<file path="config.mk">
export PLATFORM = sky130hd
export DESIGN_NAME = spi_master_fe_flat
export DESIGN_NICKNAME = d
export VERILOG_FILES = /design/src/rtl/spi_master_fe_if.sv /design/src/rtl/spi_master_fe.sv /design/src/flat_wrapper.sv
export SDC_FILE = /design/constraint.sdc
export NUM_CORES = 1
export LEC_CHECK = 0
export CORE_ASPECT_RATIO = 0.75
export CORE_UTILIZATION = 43
export DETAILED_ROUTE_END_ITERATION = 8
export GPL_ROUTABILITY_DRIVEN = 1
export GPL_TIMING_DRIVEN = 0
export PLACE_DENSITY_LB_ADDON = 0.2
export REMOVE_ABC_BUFFERS = 1
export SYNTH_ARGS = -nofsm -noshare
export SYNTH_HDL_FRONTEND = slang
export SYNTH_SLANG_ARGS = --single-unit
</file>
<file path="constraint.sdc">
create_clock -name clk -period 3 [get_ports clk]
set_input_delay 0.9 -clock clk [delete_from_list [all_inputs] [get_ports clk]]
set_output_delay 0.9 -clock clk [all_outputs]
set_load 0.02 [all_outputs]
</file>
<file path="src/rtl/spi_master_fe_if.sv">
// ---------------------------------------------------------------------------
// spi_master_fe_if
//   Bundles the host-side handshake and the SPI pad signals of the SPI master
//   front end, so the block and its environment connect through one port.
//
//   Host side : start, data_in (to master), data_out, busy, done (from master)
//   Pad side  : sclk, ss, mosi (from master), miso (to master)
//   Debug     : dbg_state (current FSM state of the master)
//
//   Handshake: start is a level request, accepted on any clock edge where the
//   master is idle; data_in is captured on that same edge.  busy is high from
//   the cycle after acceptance until the done cycle (exclusive); done is a
//   single-cycle pulse in which data_out already holds the received word.
//
//   Modports:
//     master : the SPI master front end itself
//     slave  : the environment driving it (host logic plus the SPI pads)
// ---------------------------------------------------------------------------
interface spi_master_fe_if #(
  parameter int DATA_W = 32
);
  logic              start;
  logic [DATA_W-1:0] data_in;
  logic [DATA_W-1:0] data_out;
  logic              busy;
  logic              done;
  logic              sclk;
  logic              ss;
  logic              mosi;
  logic              miso;
  logic [1:0]        dbg_state;

  modport master (
    input  start, data_in, miso,
    output data_out, busy, done, sclk, ss, mosi, dbg_state
  );

  modport slave (
    output start, data_in, miso,
    input  data_out, busy, done, sclk, ss, mosi, dbg_state
  );
endinterface

</file>
<file path="src/rtl/spi_master_fe.sv">
// ---------------------------------------------------------------------------
// spi_master_fe
//   SPI master front end, mode 0 (CPOL=0): mosi changes on the sclk fall, the
//   slave samples on the rise.  One word per ss-low frame.
//
//   Frame timing (cycle 0 = the cycle start is accepted in IDLE):
//     cycle 1                      : ss=0, busy=1, mosi=first bit
//     LEAD   CLK_DIV cycles        : sclk low (mosi setup)
//     SHIFT  DATA_W sclk periods   : rise at 1+CLK_DIV+2k*CLK_DIV, fall
//                                    CLK_DIV cycles later
//     TRAIL  CLK_DIV cycles        : ss still low, sclk low
//     cycle 1+(2*DATA_W+1)*CLK_DIV : ss=1, done=1, busy=0, data_out valid
//
//   Parameters:
//     DATA_W  : word width in bits (>=2)
//     CLK_DIV : sclk half-period in clk cycles (>=4)
//
//   Ports:
//     clk : system clock, all logic on posedge
//     rst : asynchronous, active-low reset
//     bus : spi_master_fe_if.master (start, data_in, data_out, busy, done,
//           sclk, ss, mosi, miso, dbg_state)
//
//   Build option:
//     SPI_MASTER_LSB_FIRST_EN : when defined, bit 0 is sent and received
//     first.  Default (undefined) is MSB first.  Frame timing is the same.
// ---------------------------------------------------------------------------
module spi_master_fe #(
  parameter int DATA_W  = 32,
  parameter int CLK_DIV = 4
) (
  input  logic              clk,
  input  logic              rst,
  spi_master_fe_if.master   bus
);

  localparam int DIV_W = $clog2(CLK_DIV);
  localparam int BIT_W = (DATA_W > 2) ? $clog2(DATA_W) : 1;

  typedef enum logic [1:0] {
    S_IDLE  = 2'd0,
    S_LEAD  = 2'd1,
    S_SHIFT = 2'd2,
    S_TRAIL = 2'd3
  } state_t;

  state_t            r_state;
  logic [DIV_W-1:0]  r_div_cnt;
  logic [BIT_W-1:0]  r_bit_cnt;
  logic [DATA_W-1:0] r_tx_sr;
  logic [DATA_W-1:0] r_rx_sr;
  logic [DATA_W-1:0] r_data_out;
  logic              r_sclk;
  logic              r_ss;
  logic              r_busy;
  logic              r_done;
  logic              r_miso_s1;
  logic              r_miso_s2;

  logic              w_div_last;
  logic              w_bit_last;
  logic [DATA_W-1:0] w_tx_next;
  logic [DATA_W-1:0] w_rx_next;
  logic              w_mosi;

  assign w_div_last = (r_div_cnt == DIV_W'(CLK_DIV - 1));
  assign w_bit_last = (r_bit_cnt == BIT_W'(DATA_W - 1));

  // mosi comes straight off the end of the transmit shift register: loading
  // the word puts the first bit out in cycle 1, each non-final fall shifts
  // the next bit into place, and clearing the register at frame end returns
  // mosi to 0 in IDLE.
`ifdef SPI_MASTER_LSB_FIRST_EN
  assign w_tx_next = {1'b0, r_tx_sr[DATA_W-1:1]};
  assign w_rx_next = {r_miso_s2, r_rx_sr[DATA_W-1:1]};
  assign w_mosi    = r_tx_sr[0];
`else
  assign w_tx_next = {r_tx_sr[DATA_W-2:0], 1'b0};
  assign w_rx_next = {r_rx_sr[DATA_W-2:0], r_miso_s2};
  assign w_mosi    = r_tx_sr[DATA_W-1];
`endif

  // miso is asynchronous to clk; two flops before it is used.
  always_ff @(posedge clk or negedge rst) begin
    if (!rst) begin
      r_miso_s1 <= 1'b0;
      r_miso_s2 <= 1'b0;
    end else begin
      r_miso_s1 <= bus.miso;
      r_miso_s2 <= r_miso_s1;
    end
  end

  always_ff @(posedge clk or negedge rst) begin
    if (!rst) begin
      r_state    <= S_IDLE;
      r_div_cnt  <= '0;
      r_bit_cnt  <= '0;
      r_tx_sr    <= '0;
      r_rx_sr    <= '0;
      r_data_out <= '0;
      r_sclk     <= 1'b0;
      r_ss       <= 1'b1;
      r_busy     <= 1'b0;
      r_done     <= 1'b0;
    end else begin
      r_done <= 1'b0;
      case (r_state)
        S_IDLE: begin
          if (bus.start) begin
            r_tx_sr   <= bus.data_in;
            r_bit_cnt <= '0;
            r_div_cnt <= '0;
            r_ss      <= 1'b0;
            r_busy    <= 1'b1;
            r_state   <= S_LEAD;
          end
        end

        S_LEAD: begin
          if (w_div_last) begin
            r_div_cnt <= '0;
            r_sclk    <= 1'b1;
            r_state   <= S_SHIFT;
          end else begin
            r_div_cnt <= r_div_cnt + DIV_W'(1);
          end
        end

        S_SHIFT: begin
          if (w_div_last) begin
            r_div_cnt <= '0;
            if (r_sclk) begin
              // Falling edge: capture the bit the slave presented, then
              // either advance mosi or leave the last bit standing.
              r_sclk  <= 1'b0;
              r_rx_sr <= w_rx_next;
              if (w_bit_last) begin
                r_state <= S_TRAIL;
              end else begin
                r_bit_cnt <= r_bit_cnt + BIT_W'(1);
                r_tx_sr   <= w_tx_next;
              end
            end else begin
              r_sclk <= 1'b1;
            end
          end else begin
            r_div_cnt <= r_div_cnt + DIV_W'(1);
          end
        end

        S_TRAIL: begin
          if (w_div_last) begin
            r_div_cnt  <= '0;
            r_tx_sr    <= '0;
            r_ss       <= 1'b1;
            r_busy     <= 1'b0;
            r_done     <= 1'b1;
            r_data_out <= r_rx_sr;
            r_state    <= S_IDLE;
          end else begin
            r_div_cnt <= r_div_cnt + DIV_W'(1);
          end
        end

        default: r_state <= S_IDLE;
      endcase
    end
  end

  assign bus.data_out  = r_data_out;
  assign bus.busy      = r_busy;
  assign bus.done      = r_done;
  assign bus.sclk      = r_sclk;
  assign bus.ss        = r_ss;
  assign bus.mosi      = w_mosi;
  assign bus.dbg_state = r_state;

endmodule

</file>
<file path="src/flat_wrapper.sv">
// flat-port wrapper written by rule: the top's interface ports become plain ports
module spi_master_fe_flat 
#(
  parameter int DATA_W  = 32,
  parameter int CLK_DIV = 4
)
  (clk, rst, bus_start, bus_data_in, bus_miso, bus_data_out, bus_busy, bus_done, bus_sclk, bus_ss, bus_mosi, bus_dbg_state);
  spi_master_fe_if #(.DATA_W(DATA_W)) bus_i ();
  input  logic clk;
  input  logic rst;
  input wire logic [$bits(bus_i.start)-1:0] bus_start;
  input wire logic [$bits(bus_i.data_in)-1:0] bus_data_in;
  input wire logic [$bits(bus_i.miso)-1:0] bus_miso;
  output wire logic [$bits(bus_i.data_out)-1:0] bus_data_out;
  output wire logic [$bits(bus_i.busy)-1:0] bus_busy;
  output wire logic [$bits(bus_i.done)-1:0] bus_done;
  output wire logic [$bits(bus_i.sclk)-1:0] bus_sclk;
  output wire logic [$bits(bus_i.ss)-1:0] bus_ss;
  output wire logic [$bits(bus_i.mosi)-1:0] bus_mosi;
  output wire logic [$bits(bus_i.dbg_state)-1:0] bus_dbg_state;
  assign bus_i.start = bus_start;
  assign bus_i.data_in = bus_data_in;
  assign bus_i.miso = bus_miso;
  assign bus_data_out = bus_i.data_out;
  assign bus_busy = bus_i.busy;
  assign bus_done = bus_i.done;
  assign bus_sclk = bus_i.sclk;
  assign bus_ss = bus_i.ss;
  assign bus_mosi = bus_i.mosi;
  assign bus_dbg_state = bus_i.dbg_state;
  spi_master_fe #(.DATA_W(DATA_W), .CLK_DIV(CLK_DIV)) u_core (.clk(clk), .rst(rst), .bus(bus_i));
endmodule
</file>
==> impl_metrics.ini, run 1 <==
[outcome]
status = finished clean

[power_and_ir_drop]
power_density_nw_per_um2 = 476
max-vdd-ir-drop_uv = 292
power_leakage_nw = 2.87

[layout]
syn_to_final_growth_pct = 26.1
final_util_pct = 57.0
drive_gt1_share_pct = 32.7
nets = 432
num-fill-cells = 851
antennaDiodeCount = 0

[detailed_routing]
drtAntennaViolNets = 0
post_drt_via_cell_ratio = 5.23
num_vias = 2763
routedWlPerCell_um = 15.5
drc = 0
initialDrtViolationCount = 102
first_pass_iters = 4
drt-total-wl_um = 8180

[clock_network]
cts-root-buf = clkbuf_16
clk_path_buf_depth = 2
cts-resized-gates = 0
cts_setup_buffers = 0
clock_sinks = 111
hold_buffers = 0
clock_latency_ns = 0.34
htree_levels = 3
clk_pin_slew_ns = 0.07
cts-buffers-inserted = 9
tritoncts = yes

[sta]
setup_violations = 0
setup_tns_ns = 0
worst_slew_pin_slew_ns = 0.839
final.setup.worst_slack_ns = 0.234
relSlewSlack_pct = 43.8
fmax_mhz = 362
hold_viol_final = 0
rsz0062_at_grt = no
maxSlewViolCount = 0
fin_crit_ns = 2.77
fin_skew_ns = 0.0106
post-route-period-util_pct = 92.2

[synthesis]
netlist_area_sq_um = 4760
synthTopCellsByArea = dfrtp_1, mux2_2, a22o_1
synth_warnings = 0
post_synth.cell_area_avg_sq_um = 15.1
async_reset_ff_share_pct = 100
seq_area_frac_synth_pct = 58.4
yosysTopAreaCellShare_pct = 57.9
yosys.area.top_type = dfrtp_1
synth.distinct_cells = 35
synthTopCellsByCount = dfrtp_1, mux2_2, a22o_1
synth-main-ff-cell = dfrtp_1
synthMostInstantiatedCell = dfrtp_1
synth_enable_flop_cells = 0
ys_seq_elements = 111
syn_inst = 314

[global_route]
grt_max_degree = 72
grt_pass1_vias = 2795
overflow = 0
grt_pass1_wl_um = 13900
grt_antenna_before_repair = 0
grt_usage_pct = 15.7

[job]
maxCapViolCount = 0

[die]
die_h_um = 93.1
fp.dieW_um = 123
initial_core_util_pct = 45.2
ios = 75
rows = 32
core_sq_um = 10500
die_area_sq_um = 11500

[worst_setup_path]
criticalPathCategory = reg2reg
endpoint_kind = flop
worstPathRequired_ns = 3.23
critPathArrivalTime_ns = 3.00
cp-start-kind = flop
crit_fanout = 12

[place]
place_ws_ns = -0.0225
gp_congestion = 0.699
port-buffer-count = 74
hpwl_um = 5410

[worst_hold_path]
holdCritPathClass = reg2reg
cells in the final DEF, fill, tap and decap left out, drive strengths merged, types with 2 or more instances in the layout:
master / synthesis / routed
clkinv: 0 / 4
a21oi: 3 / 3
nand3b: 2 / 2
a221o: 2 / 2
o21a: 2 / 2
mux2: 97 / 97
buf: 13 / 7
dfrtp: 110 / 110
nor4: 2 / 2
ha: 9 / 9
nor2b: 3 / 3
inv: 5 / 5
bufinv: 0 / 2
nand2: 6 / 6
nand3: 2 / 2
clkdlybuf4s50: 0 / 73
a22o: 33 / 33
nor2: 5 / 5
clkbuf: 5 / 10
worst max-delay path, stage by stage (launching register included):
cell and delay [ns]:
dfrtp_1 0.41, ha_1 0.23, and3_1 0.16, ha_1 0.23, nand3b_4 0.19, a2111oi_4 0.50
buf_6 0.25, buf_8 0.18, buf_8 0.16, mux2_2 0.33
through the flow:
stage | area, sq um | std cells | hold slack [ns] | total power (W)
after floorplan | 4650 | 296 | 0.331 | 0.00154
after global placement | 5560 | 506 | 0.333 | 0.00162
after detailed placement | 5680 | 512 | 0.346 | 0.00162
after CTS | 6000 | 528 | 0.363 | 0.00291
after global routing | 6000 | 528 | 0.375 | 0.00297
final | 6000 | 528 | 0.360 | 0.00286
logic make-up (layout without fill, tap and decap cells):
group	Yosys count	in the layout	synth area share, %
AOI/OAI and AO/OA	48	48	8.92
adders and majority gates	9	9	2.37
buffers and inverters	23	101	2.58
DFF	111	111	58.4
muxes	98	98	24.7
and+or+nand+nor	25	25	3.05
area by class of cell:
class	count	area, sq um	share of cell area, %
Inverter	5	18.8	0.313
Clock inverter	6	83.8	1.40
Sequential cell	111	2780	46.3
Timing Repair Buffer	80	842	14.0
Clock buffer	10	239	3.98
Tap cell	136	170	2.84
Multi-Input combinational cell	180	1870	31.1
where the power goes:
group	switching [W]	internal [W]
Clock	0.000519	0.000752
Sequential	0.00000306	0.00150
Combinational	0.0000372	0.0000465
routing by layer:
layer	track usage (%)	vias up	wire (um)
met5	0	-	0
met4	5.12	0	106
met3	4.39	10	275
met2	23.7	40	3640
met1	21.7	1415	4150
li1	-	1298	-
registers in the layout, summed over array words and instances, names as in the netlist:
signal	cells
u_core.r_miso_s1	1
u_core.bus.busy	1
u_core.r_miso_s2	1
u_core.r_div_cnt	2
u_core.bus.dbg_state	2
u_core.r_tx_sr	32
u_core.bus.data_out	32
u_core.bus.sclk	1
u_core.bus.done	1
u_core.bus.ss	1
u_core.r_rx_sr	32
u_core.r_bit_cnt	5
worst paths after layout:
kind | startpoint | slack, ns | to | depth (start not counted)
setup reg to reg | u_core.r_bit_cnt[0]$_DFFE_PN0P_ | 0.23 | u_core.r_tx_sr[1]$_DFFE_PN0P_ | 9
hold / removal | u_core.r_miso_s1$_DFF_PN0_ | 0.36 | u_core.r_miso_s2$_DFF_PN0_ | 0
setup / recovery | u_core.r_bit_cnt[0]$_DFFE_PN0P_ | 0.23 | u_core.r_tx_sr[1]$_DFFE_PN0P_ | 9
max in group asynchronous | rst | 1.72 | u_core.bus.data_out[15]$_DFFE_PN0P_ | 2
hold reg to reg | u_core.r_miso_s1$_DFF_PN0_ | 0.36 | u_core.r_miso_s2$_DFF_PN0_ | 0
min in group asynchronous | rst | 0.55 | u_core.r_tx_sr[19]$_DFFE_PN0P_ | 1
(Power assumes the default switching activity.)
==> run 2, diff against run 1 <==
--- a/config.mk
+++ b/config.mk
@@ -10,6 +10,7 @@
 export DETAILED_ROUTE_END_ITERATION = 8
 export GPL_ROUTABILITY_DRIVEN = 1
 export GPL_TIMING_DRIVEN = 0
+export MAX_ROUTING_LAYER = met4
 export PLACE_DENSITY_LB_ADDON = 0.2
 export REMOVE_ABC_BUFFERS = 1
 export SYNTH_ARGS = -nofsm -noshare
==> constraint.sdc (replaced) <==
create_clock -name clk -period 3.36 [get_ports clk]
set_input_delay 1.008 -clock clk [delete_from_list [all_inputs] [get_ports clk]]
set_output_delay 1.008 -clock clk [all_outputs]
set_load 0.02 [all_outputs]
==> run 2 against run 1 <==
  * First-iteration DRC count fell by 0.98%
  * Hold slack is the same
  * Power fell by 11%
  * Worst setup slack improved by 0.35 ns
  * Sequential share of layout area is the same
  * Sequential power fell by 11%
  * Non-clock buffer count is the same
  * Via count about the same
  * Clock skew barely moved
  * Critical path depth down 2
  * Critical path type is now in2reg
  * Critical endpoint is now u_core.r_tx_sr[7]$_DFFE_PN0P_
==> impl_metrics.ini, run 2 (synthesized netlist as in run 1, its figures left out) <==
[outcome]
status = finished clean

[global_route]
overflow = 0
grt_antenna_before_repair = 0
grt_pass1_wl_um = 13900
grt_usage_pct = 16.1
grt_pass1_vias = 2798
grt_max_degree = 72

[sta]
rsz0062_at_grt = no
fin_hold_ws_ns = 0.360
hold_viol_final = 0
post-route-period-util_pct = 82.6
fin_crit_ns = 2.77
fmax_mhz = 361
setup_tns_ns = 0
relSlewSlack_pct = 43.8
fin_skew_ns = 0.0105
maxSlewViolCount = 0
setup_violations = 0
worst_slew_pin_slew_ns = 0.839

[clock_network]
cts-resized-gates = 0
clk_pin_slew_ns = 0.07
tritoncts = yes
clock_sinks = 111
htree_levels = 3
hold_buffers = 0
cts-root-buf = clkbuf_16
clk_path_buf_depth = 2
cts-buffers-inserted = 9
clock_latency_ns = 0.34
cts_setup_buffers = 0

[die]
rows = 32
ios = 75
die_h_um = 93.1
core_sq_um = 10500
initial_core_util_pct = 45.2
die_area_sq_um = 11500
fp.dieW_um = 123

[place]
hpwl_um = 5410
dp.cells = 512
gp_congestion = 0.706
placed_cell_area_sq_um = 5680
port-buffer-count = 74

[layout]
layout_common_cells = dfrtp_1, mux2_2, clkdlybuf4s50_1, a22o_1, mux2_4
final_util_pct = 57.0
final_cell_count_no_fill = 528
nets = 432
num-fill-cells = 851
layout_commonest_cell = dfrtp_1
antennaDiodeCount = 0
syn_to_final_growth_pct = 26.1
drive_gt1_share_pct = 32.7
final_area_sq_um = 6000

[detailed_routing]
first_pass_iters = 4
drt-total-wl_um = 8190
num_vias = 2765
post_drt_via_cell_ratio = 5.24
drtAntennaViolNets = 0
initialDrtViolationCount = 101
drc = 0
routedWlPerCell_um = 15.5

[worst_setup_path]
crit_path_cell_trace = clkdlybuf4s50_1 > nor2b_1 > a2111oi_4 > buf_6 > buf_8 > buf_8 > mux2_4
worstPathRequired_ns = 3.59
criticalPathCategory = in2reg
endpoint_kind = flop
critPathTopFamily = buffers and inverters
crit_fanout = 12
cp-start-kind = primary input
cpMostUsedCell = buf_8
slowest_delay_ns = 0.57
r2r_slack_ns = 0.59
critPathArrivalTime_ns = 3.00
crit_slowest_cell = nor2b_1
cp_num_buf_inv = 4

[power_and_ir_drop]
p_int_w = 0.00205
power_density_nw_per_um2 = 425
comb_power_share_pct = 2.9
clock_power_share_pct = 44.5
power_switching_share_pct = 19.6
p_sw_w = 0.000500
max-vdd-ir-drop_uv = 261
seqPwrFrac_pct = 52.6
power_leakage_nw = 2.87

[worst_hold_path]
holdCritPathClass = reg2reg

[job]
maxCapViolCount = 0
[run 2: cell counts in the layout (fill, tap and decap cells not counted)]
No cell type changed its count.
[run 2: final cells by class]
class / count / area (sq um) / share of cell area (%)
Multi-Input combinational cell: 180 / 1870 / 31.1
Sequential cell: 111 / 2780 / 46.3
Tap cell: 136 / 170 / 2.84
Timing Repair Buffer: 80 / 842 / 14.0
Inverter: 5 / 18.8 / 0.313
Clock buffer: 10 / 239 / 3.98
Clock inverter: 6 / 83.8 / 1.40
[run 2: path summary, 6_finish.rpt]
path | cells past startpoint | from | to
setup / recovery | 7 | bus_start | u_core.r_tx_sr[7]$_DFFE_PN0P_
hold / removal | 0 | u_core.r_miso_s1$_DFF_PN0_ | u_core.r_miso_s2$_DFF_PN0_
setup reg to reg | 9 | u_core.r_bit_cnt[0]$_DFFE_PN0P_ | u_core.r_tx_sr[1]$_DFFE_PN0P_
hold reg to reg | 0 | u_core.r_miso_s1$_DFF_PN0_ | u_core.r_miso_s2$_DFF_PN0_
max in group asynchronous | 2 | rst | u_core.bus.data_out[12]$_DFFE_PN0P_
min in group asynchronous | 1 | rst | u_core.r_tx_sr[19]$_DFFE_PN0P_
[run 2: worst register-to-register path, delay by kind of cell, from the launching register on]
family,cells,cell delay [ns]
buffers and inverters,3,0.61
multiplexers,1,0.34
flip-flops,1,0.41
AO/OA/AOI/OAI,1,0.50
AND/OR/NAND/NOR,2,0.35
adder cells (fa/ha/maj),2,0.46
[run 2: power by group through the flow]
stage | logic (W) | registers, W | clock network, W
floorplan | 0.00000385 | 0.00137 | 0
global placement | 0.0000730 | 0.00137 | 0
detailed placement | 0.0000774 | 0.00137 | 0
CTS | 0.0000778 | 0.00134 | 0.00118
global route | 0.0000834 | 0.00134 | 0.00123
finish | 0.0000748 | 0.00134 | 0.00113
[run 2: per-stage QoR]
stage | total power, W | worst slack (ns)
final | 0.00255 | 0.586
after global routing | 0.00266 | 0.447
after CTS | 0.00260 | 0.587
after detailed placement | 0.00145 | 0.230
after global placement | 0.00144 | -3.05
after floorplan | 0.00137 | -0.140
[run 2: routing by layer]
metal / share of wire, % / track usage (%) / vias to the layer above / routed length [um]
li1: - / - / 1298 / -
met1: 51 / 21.7 / 1417 / 4160
met2: 45 / 23.8 / 40 / 3650
met3: 3.3 / 4.33 / 10 / 268
met4: 1.3 / 5.12 / 0 / 105
met5: 0 / - / - / 0
==> run 3, diff against run 2 <==
==> constraint.sdc (replaced) <==
create_clock -name clk -period 2.9 [get_ports clk]
set_input_delay 0.87 -clock clk [delete_from_list [all_inputs] [get_ports clk]]
set_output_delay 0.87 -clock clk [all_outputs]
set_load 0.02 [all_outputs]
==> run 3 against run 2 <==
  * Sequential power increased by 16%
  * Count of clock-buffer cells in the layout unchanged
  * Worst setup slack got worse by 0.40 ns
  * Clock skew about the same
  * Clock power increased by 17%
  * Critical path type is now reg2reg
  * Cell count unchanged
  * Highest routed layer unchanged
  * Cell area unchanged
  * Register-to-register slack got worse by 0.40 ns
  * Combinational power increased by 16%
  * Non-clock buffer count unchanged
==> impl_metrics.ini, run 3 (synthesized netlist as in run 1, its figures left out) <==
[place]
place_ws_ns = -0.0925
hpwl_um = 5410
gp_congestion = 0.706
port-buffer-count = 74
placed_cell_area_sq_um = 5680

[layout]
nets = 432
layout_commonest_cell = dfrtp_1
final_util_pct = 57.0
antennaDiodeCount = 0
layout_common_cells = dfrtp_1, mux2_2, clkdlybuf4s50_1, a22o_1, mux2_4
syn_to_final_growth_pct = 26.1
drive_gt1_share_pct = 32.7
final_area_sq_um = 6000

[worst_setup_path]
endpoint_kind = flop
crit_fanout = 12
critPathArrivalTime_ns = 2.94
worstPathRequired_ns = 3.13
cp-start-kind = flop
criticalPathCategory = reg2reg
r2r_slack_ns = 0.19

[outcome]
status = finished clean

[die]
fp.dieW_um = 123
rows = 32
initial_core_util_pct = 45.2
die_area_sq_um = 11500
core_sq_um = 10500
die_h_um = 93.1
ios = 75

[global_route]
grt_usage_pct = 16.1
grt_pass1_wl_um = 13900
grt_antenna_before_repair = 0
grt_pass1_vias = 2798
overflow = 0
grt_max_degree = 72

[clock_network]
htree_levels = 3
cts_setup_buffers = 0
cts-resized-gates = 0
clock_latency_ns = 0.34
clk_path_buf_depth = 2
clock_sinks = 111
hold_buffers = 0
cts-root-buf = clkbuf_16
cts-buffers-inserted = 9
clk_pin_slew_ns = 0.07
tritoncts = yes

[sta]
fmax_mhz = 369
final.setup.worst_slack_ns = 0.188
setup_violations = 0
worst_slew_pin_slew_ns = 0.836
rsz0062_at_grt = no
relSlewSlack_pct = 44.1
maxSlewViolCount = 0
hold_viol_final = 0
post-route-period-util_pct = 93.5
fin_skew_ns = 0.0105
fin_crit_ns = 2.71

[detailed_routing]
wl_met3_um = 268
drt-total-wl_um = 8200
drc = 0
num_vias = 2770
first_pass_iters = 4
routedWlPerCell_um = 15.5
top_layer_used = met4
drtAntennaViolNets = 0
initialDrtViolationCount = 112
post_drt_via_cell_ratio = 5.25
wl_met1_um = 4150
routed-wl-met2_um = 3670

[worst_hold_path]
holdCritPathClass = reg2reg

[job]
maxCapViolCount = 0

[power_and_ir_drop]
power_leakage_nw = 2.87
max-vdd-ir-drop_uv = 303
power_density_nw_per_um2 = 493
==> run 3: cell counts in the layout (fill, tap and decap cells not counted) <==
Identical to the previous run, type by type.
==> run 3: cell type report <==
cell class	instances	area (sq um)
fillers	851	4530
flip-flops and latches	111	2780
multi-input cells	180	1870
repair buffers	80	842
clock buffers	10	239
well taps	136	170
clock inverters	6	83.8
inverters	5	18.8
==> run 3: metrics by stage <==
step | TNS (ns) | instances | hold WS [ns] | power, W
CTS | 0 | 528 | 0.363 | 0.00301
global route | 0 | 528 | 0.375 | 0.00308
floorplan | -29.58 | 296 | 0.331 | 0.00159
finish | 0 | 528 | 0.360 | 0.00296
global placement | -466.00 | 506 | 0.333 | 0.00167
detailed placement | -0.788 | 512 | 0.346 | 0.00168
==> run 3: final timing paths <==
| path | start | endpoint | depth (start not counted) |
|---|---|---|---|
| max in group asynchronous | rst | u_core.bus.data_out[12]$_DFFE_PN0P_ | 2 |
| hold / removal | u_core.r_miso_s1$_DFF_PN0_ | u_core.r_miso_s2$_DFF_PN0_ | 0 |
| setup / recovery | u_core.r_bit_cnt[0]$_DFFE_PN0P_ | u_core.r_tx_sr[1]$_DFFE_PN0P_ | 9 |
| setup reg to reg | u_core.r_bit_cnt[0]$_DFFE_PN0P_ | u_core.r_tx_sr[1]$_DFFE_PN0P_ | 9 |
| min in group asynchronous | rst | u_core.r_tx_sr[19]$_DFFE_PN0P_ | 1 |
| hold reg to reg | u_core.r_miso_s1$_DFF_PN0_ | u_core.r_miso_s2$_DFF_PN0_ | 0 |
==> run 3: where the power goes <==
group	leakage (nW)	internal (W)	switching (W)
sequential	1.50	0.00155	0.00000317
clock	0.162	0.000778	0.000538
combinational	1.21	0.0000481	0.0000385
total	2.87	0.00238	0.000579
==> run 3: layer usage <==
layer / global-route usage [%] / up-vias
li1: - / 1300
met1: 21.7 / 1420
met2: 23.8 / 40
met3: 4.33 / 10
met4: 5.12 / 0
met5: - / -
==> run 3: worst max-delay path: stages (launching register included) <==
cell,delay [ns]
dfrtp_1,0.41
ha_1,0.23
and3_1,0.16
ha_1,0.23
nand3b_4,0.19
a2111oi_4,0.45
buf_6,0.25
buf_8,0.18
buf_8,0.16
mux2_2,0.33
